[src/rtl/ooo_pkg.sv]
// Shared out-of-order front-end types: decoded instruction entry, execution
// unit classes and instruction-buffer sizing defaults (also used by fetch).
package ooo_pkg;

  localparam int IBUF_DEPTH  = 16;
  localparam int IBUF_DISP_W = 2;
  localparam int FETCH_W     = 4;
  localparam int OWNER_W     = 4;

  typedef enum logic [1:0] {
    UNIT_NONE = 2'd0,
    UNIT_FXU  = 2'd1,
    UNIT_LSU  = 2'd2,
    UNIT_BRU  = 2'd3
  } unit_t;

  typedef struct packed {
    logic [5:0]         opcode;
    logic [4:0]         rt;
    logic [4:0]         ra;
    logic [4:0]         rb;
    logic               op_a_local_dep;
    logic [OWNER_W-1:0] op_a_owner;
    logic               op_b_local_dep;
    logic [OWNER_W-1:0] op_b_owner;
    logic               uses_rb;
    logic               is_ld_str;
    logic               is_fxu;
    logic               is_branch;
  } ibuf_entry_t;

  // Decode flags never overlap from a correct decoder; fxu wins if they do.
  function automatic unit_t entry_unit(input ibuf_entry_t e);
    if (e.is_fxu)         return UNIT_FXU;
    else if (e.is_ld_str) return UNIT_LSU;
    else if (e.is_branch) return UNIT_BRU;
    else                  return UNIT_NONE;
  endfunction

endpackage

[src/rtl/ibuf_disp_sel.sv]
// In-order dispatch lane selector: a lane issues only if all older lanes issue,
// its unit is ready, and no older lane this cycle already claimed that unit.
module ibuf_disp_sel
  import ooo_pkg::*;
#(
  parameter int DISP_W = IBUF_DISP_W
) (
  input  logic [DISP_W-1:0] cand_valid,
  input  unit_t             cand_unit [DISP_W],
  input  logic              fxu_ready,
  input  logic              lsu_ready,
  input  logic              bru_ready,
  output logic [DISP_W-1:0] disp_valid
);

  logic open;
  logic unit_ok;
  logic fxu_used;
  logic lsu_used;
  logic bru_used;

  always_comb begin
    disp_valid = '0;
    open       = 1'b1;
    unit_ok    = 1'b0;
    fxu_used   = 1'b0;
    lsu_used   = 1'b0;
    bru_used   = 1'b0;
    for (int k = 0; k < DISP_W; k++) begin
      case (cand_unit[k])
        UNIT_FXU: unit_ok = fxu_ready && !fxu_used;
        UNIT_LSU: unit_ok = lsu_ready && !lsu_used;
        UNIT_BRU: unit_ok = bru_ready && !bru_used;
        default:  unit_ok = 1'b1;
      endcase
      open          = open && cand_valid[k] && unit_ok;
      disp_valid[k] = open;
      fxu_used      = fxu_used | (open && (cand_unit[k] == UNIT_FXU));
      lsu_used      = lsu_used | (open && (cand_unit[k] == UNIT_LSU));
      bru_used      = bru_used | (open && (cand_unit[k] == UNIT_BRU));
    end
  end

endmodule

[src/rtl/instr_buffer.sv]
// Circular instruction buffer between fetch and dispatch. Optional same-cycle
// bypass of an empty buffer is enabled by defining IBUF_BYPASS_EN.
module instr_buffer
  import ooo_pkg::*;
#(
  parameter int DEPTH  = IBUF_DEPTH,
  parameter int DISP_W = IBUF_DISP_W
) (
  input  logic              clk,
  input  logic              rst_n,
  input  logic              in_valid,
  input  logic [2:0]        in_count,
  input  ibuf_entry_t       in_entry [FETCH_W],
  output logic [2:0]        num_free,
  input  logic              flush,
  input  logic              fxu_ready,
  input  logic              lsu_ready,
  input  logic              bru_ready,
  output logic [DISP_W-1:0] disp_valid,
  output ibuf_entry_t       disp_entry [DISP_W],
  output logic              ovf_err
);

  localparam int          AW      = $clog2(DEPTH);
  localparam logic [AW:0] DEPTH_C = (AW+1)'(DEPTH);

  logic [AW-1:0]     head;
  logic [AW-1:0]     tail;
  logic [AW:0]       count;
  logic [AW:0]       free_cnt;
  logic              ovf_q;
  ibuf_entry_t       mem [DEPTH];

  logic [2:0]        req_n;
  logic [2:0]        enq_n;
  logic [2:0]        wr_n;
  logic [2:0]        skip_n;
  logic [AW:0]       deq_n;
  logic [AW:0]       head_adv;
  logic              ovf_set;
  logic [DISP_W-1:0] cand_valid;
  ibuf_entry_t       cand_entry [DISP_W];
  unit_t             cand_unit  [DISP_W];

  // Fetch width depends on registered occupancy only, never on this cycle's traffic.
  assign free_cnt = DEPTH_C - count;
  assign num_free = (free_cnt >= (AW+1)'(FETCH_W)) ? 3'(FETCH_W) : free_cnt[2:0];

  assign req_n   = !in_valid ? 3'd0 :
                   (in_count > 3'(FETCH_W)) ? 3'(FETCH_W) : in_count;
  assign ovf_set = (AW+1)'(req_n) > free_cnt;
  assign enq_n   = ovf_set ? free_cnt[2:0] : req_n;

`ifdef IBUF_BYPASS_EN
  logic bypass;
  assign bypass = (count == '0) && in_valid;
`endif

  always_comb begin
    for (int k = 0; k < DISP_W; k++) begin
      cand_valid[k] = count > (AW+1)'(k);
      cand_entry[k] = mem[head + AW'(k)];
    end
`ifdef IBUF_BYPASS_EN
    if (bypass) begin
      for (int k = 0; k < DISP_W; k++) begin
        cand_valid[k] = (k < FETCH_W) && (3'(k) < enq_n);
        cand_entry[k] = in_entry[k % FETCH_W];
      end
    end
`endif
    for (int k = 0; k < DISP_W; k++) begin
      cand_unit[k] = entry_unit(cand_entry[k]);
    end
  end

  ibuf_disp_sel #(
    .DISP_W (DISP_W)
  ) u_disp_sel (
    .cand_valid (cand_valid),
    .cand_unit  (cand_unit),
    .fxu_ready  (fxu_ready),
    .lsu_ready  (lsu_ready),
    .bru_ready  (bru_ready),
    .disp_valid (disp_valid)
  );

  assign disp_entry = cand_entry;
  assign ovf_err    = ovf_q;

  always_comb begin
    deq_n = '0;
    for (int k = 0; k < DISP_W; k++) begin
      deq_n = deq_n + (AW+1)'(disp_valid[k]);
    end
  end

  // Bypassed entries leave straight from the fetch group and skip storage.
`ifdef IBUF_BYPASS_EN
  assign skip_n   = bypass ? deq_n[2:0] : 3'd0;
  assign head_adv = bypass ? '0 : deq_n;
`else
  assign skip_n   = 3'd0;
  assign head_adv = deq_n;
`endif
  assign wr_n = enq_n - skip_n;

  always_ff @(posedge clk or negedge rst_n) begin
    if (!rst_n) begin
      head  <= '0;
      tail  <= '0;
      count <= '0;
      ovf_q <= 1'b0;
    end else begin
      if (ovf_set) begin
        ovf_q <= 1'b1;
      end
      if (flush) begin
        head  <= '0;
        tail  <= '0;
        count <= '0;
      end else begin
        head  <= head + head_adv[AW-1:0];
        tail  <= tail + AW'(wr_n);
        count <= count + (AW+1)'(wr_n) - head_adv;
      end
    end
  end

  always_ff @(posedge clk) begin
    if (!flush) begin
      for (int i = 0; i < FETCH_W; i++) begin
        if (3'(i) < wr_n) begin
          mem[tail + AW'(i)] <= in_entry[2'(skip_n + 3'(i))];
        end
      end
    end
  end

endmodule

[config.mk]
export PLATFORM = sky130hd
export DESIGN_NAME = instr_buffer
export DESIGN_NICKNAME = d
export VERILOG_FILES = /design/src/rtl/ooo_pkg.sv /design/src/rtl/ibuf_disp_sel.sv /design/src/rtl/instr_buffer.sv
export SDC_FILE = /design/constraint.sdc
export NUM_CORES = 2
export LEC_CHECK = 0
export BUFFER_PORTS_ARGS = -buffer_cell sky130_fd_sc_hd__buf_2
export CAP_MARGIN = 15
export CORE_MARGIN = 2
export CORE_UTILIZATION = 40
export CTS_BUF_LIST = sky130_fd_sc_hd__clkbuf_8 sky130_fd_sc_hd__clkbuf_16
export DETAILED_ROUTE_END_ITERATION = 10
export PLACE_DENSITY = 0.54
export SYNTH_ARGS = -nofsm -noshare
export SYNTH_HDL_FRONTEND = slang
export SYNTH_SLANG_ARGS = --single-unit
[constraint.sdc]
create_clock -name clk -period 7.45 [get_ports clk]
set_input_delay 0 -clock clk [delete_from_list [all_inputs] [get_ports clk]]
set_output_delay 0 -clock clk [all_outputs]
set_load 0.005 [all_outputs]
==> results.sh <==
export IMPL_cellPowerDensity_nw_per_um2=286
export IMPL_gp_congestion=0.865
export IMPL_rsz0062_at_grt="false"
export IMPL_diodes=0
export IMPL_cts_sinks=574
export IMPL_fin_util=0.467
export IMPL_portBuffers=225
export IMPL_synthDistinctLibCells=57
export IMPL_syn2layout_area_growth_pct=15.4
export IMPL_register_area_um2=17200
export IMPL_final_cell_count_no_fill=5210
export IMPL_routedWlPerCell_um=36.6
export IMPL_cp_max_fo=46
export IMPL_finalHoldViolCount=0
export IMPL_finalSetupViolations=0
export IMPL_tns_ns=0
export IMPL_detail_route_antenna_nets=0
export IMPL_root_buffer="clkbuf_16"
export IMPL_synth_edff_count=560
export IMPL_hold_class="in2reg"
export IMPL_syn_inst=3659
export IMPL_ys_ff_latch=574
export IMPL_htree_levels=3
export IMPL_placed_area_um2=43500
export IMPL_clk_path_buf_depth=3
export IMPL_grt_use_total=0.346
export IMPL_die_w_um=328
export IMPL_dp_cells=4815
export IMPL_synthArstFlopShare=0.0244
export IMPL_power_mw=13.9
export IMPL_num_io_pins=226
export IMPL_ys_seq_area_frac=0.409
export IMPL_grt_remaining_overflow=0
export IMPL_antenna_found_initial=9
export IMPL_cp_data_required_time_ns=7.84
export IMPL_vias=37600
export IMPL_final_fill_count=9522
export IMPL_period_share=0.851
export IMPL_ys_dominant_reg_cell="edfxtp_1"
export IMPL_grt_pass1_wl_mm=270
export IMPL_ys_warn_count=0
export IMPL_path_clk_slew_ns=0.06
export IMPL_peakVddDrop_mv=0.223
export IMPL_crit_path_end_kind="flip-flop"
export IMPL_clkLatencyLatePin_ns=0.66
export IMPL_fmax_ghz=0.158
export IMPL_num_nets_final=3953
export IMPL_period_needed_ns=6.34
export IMPL_fin_skew_ns=0.0301
export IMPL_finalWirelength_mm=191
export IMPL_status="finished, final reports clean"
export IMPL_netlist_area_um2=42000
export IMPL_drt_initial_drc_count=5667
export IMPL_critPathKind="reg2reg"
export IMPL_start_util=0.405
export IMPL_drv_slew=0
export IMPL_syn_area_per_cell_um2=11.5
export IMPL_multiInputGateArea_um2=22600
export IMPL_tightestPinTransition_ns=1.29
export IMPL_syn_nets=3836
export IMPL_critical_path_startpoint_type="flip-flop"
export IMPL_vias_per_cell=7.21
export IMPL_grt_max_degree=68
export IMPL_rows=118
export IMPL_grt_pass1_vias=37000
export IMPL_die_height_um=328
export IMPL_layout_drive_gt1_share=0.209
export IMPL_slew_headroom=0.138
export IMPL_drc=0
export IMPL_core_um2=104000
export IMPL_crit_arrival_ns=6.73
export IMPL_finish_instance_area_um2=48500
export IMPL_ctsResizeCount=0
export IMPL_firstDrtPassIters=7
export IMPL_dieArea_um2=108000
export IMPL_hpwl_mm=105
export IMPL_cts_buffers=72
export IMPL_cellLeakagePower_nw=17.7
export IMPL_cap_violations=0
export IMPL_tritoncts="yes"
flip-flops by register name, indices dropped and copies added (netlist names):
register	cells
mem	560
count	5
head	4
tail	4
ovf_err	1
worst max-delay path, cell delays in order (launching register included):
cell           delay, ns
dfrtp_1             0.49
inv_1               0.17
ha_1                0.26
xor2_1              0.38
ha_1                0.32
and3_1              0.18
a211oi_4            0.45
mux2i_4             0.30
buf_4               0.76
nand3_4             0.72
buf_4               0.54
mux2i_1             0.22
dlygate4sd3_1       0.57
a21oi_1             0.06
dlygate4sd3_1       0.60
per-layer routing:
layer,vias to the layer above,track usage,part of all wire
li1,15100,-,-
met1,18800,0.449,0.37
met2,2919,0.536,0.45
met3,690,0.0792,0.12
met4,16,0.190,0.061
met5,-,0.00355,0.00072
layout by cell type, fill, tap and decap left out, drive strengths merged, types with 51 or more instances in the layout:
cell and count:
a21oi 532, a221oi 74, and2 54, buf 331, clkbuf 75, dlygate4sd3 266
edfxtp 560, inv 51, mux2i 634, mux4 245, o22ai 525
path summary, 6_finish.rpt:
kind / startpoint / end / slack [ns] / cells after the start
max: count[0] / mem[14][21] / 1.11 / 14
min: in_entry[105] / mem[11][0] / 0.03 / 3
max reg2reg: count[0] / mem[14][21] / 1.11 / 14
min reg2reg: ovf_err / ovf_err / 0.50 / 1
max in group asynchronous: rst_n / head[1] / 6.45 / 3
min in group asynchronous: rst_n / count[1] / 0.48 / 3
where the power goes:
group / switching (mW) / internal, mW
Combinational: 3.38 / 2.56
Clock: 1.51 / 1.99
Sequential: 0.283 / 4.14
Total: 5.17 / 8.68
per-stage QoR:
| stage | setup WS, ns | hold slack (ns) |
|---|---|---|
| 2_1_floorplan | 2.52 | -0.296 |
| 3_3_place_gp | 2.03 | -0.0582 |
| 3_5_place_dp | 1.93 | -0.0651 |
| 4_1_cts | 1.32 | 0.00807 |
| 5_1_grt | 1.02 | 0.0303 |
| 6_report | 1.11 | 0.0272 |
Yosys cell counts, drive strengths merged (34+ instances only):
cell | instances | share of area
a221oi | 74 | 0.015
nand3 | 45 | 0.0088
o22ai | 525 | 0.078
o21a | 34 | 0.0061
mux2i | 634 | 0.15
mux4 | 245 | 0.13
a21oi | 532 | 0.067
and2 | 54 | 0.0080
clkbuf | 319 | 0.029
nand2 | 45 | 0.0040
a22oi | 34 | 0.0061
buf | 235 | 0.031
a32oi | 35 | 0.0073
o21ai | 46 | 0.0055
edfxtp | 560 | 0.40
cell families after synthesis:
kind of cell    after synthesis  share of synthesized area
buf+inv                     582                     0.0618
fa+ha+maj                    27                    0.00876
xor+xnor                     15                    0.00313
flops                       574                      0.409
compound gates             1369                      0.205
mux                         883                      0.284
simple gates                209                     0.0292
area by class of cell:
class / count / area share
Clock buffer: 75 / 0.0387
Clock inverter: 53 / 0.00749
Inverter: 28 / 0.00217
Multi-Input combinational cell: 2503 / 0.467
Sequential cell: 574 / 0.354
Tap cell: 1380 / 0.0356
Timing Repair Buffer: 597 / 0.0950
timing repair:
item / CTS / global route
endpoints found under the hold margin: 555 / 0
setup buffers: 0 / 0
hold buffers: 266 / 0
Power figures use the tool's default switching activity.
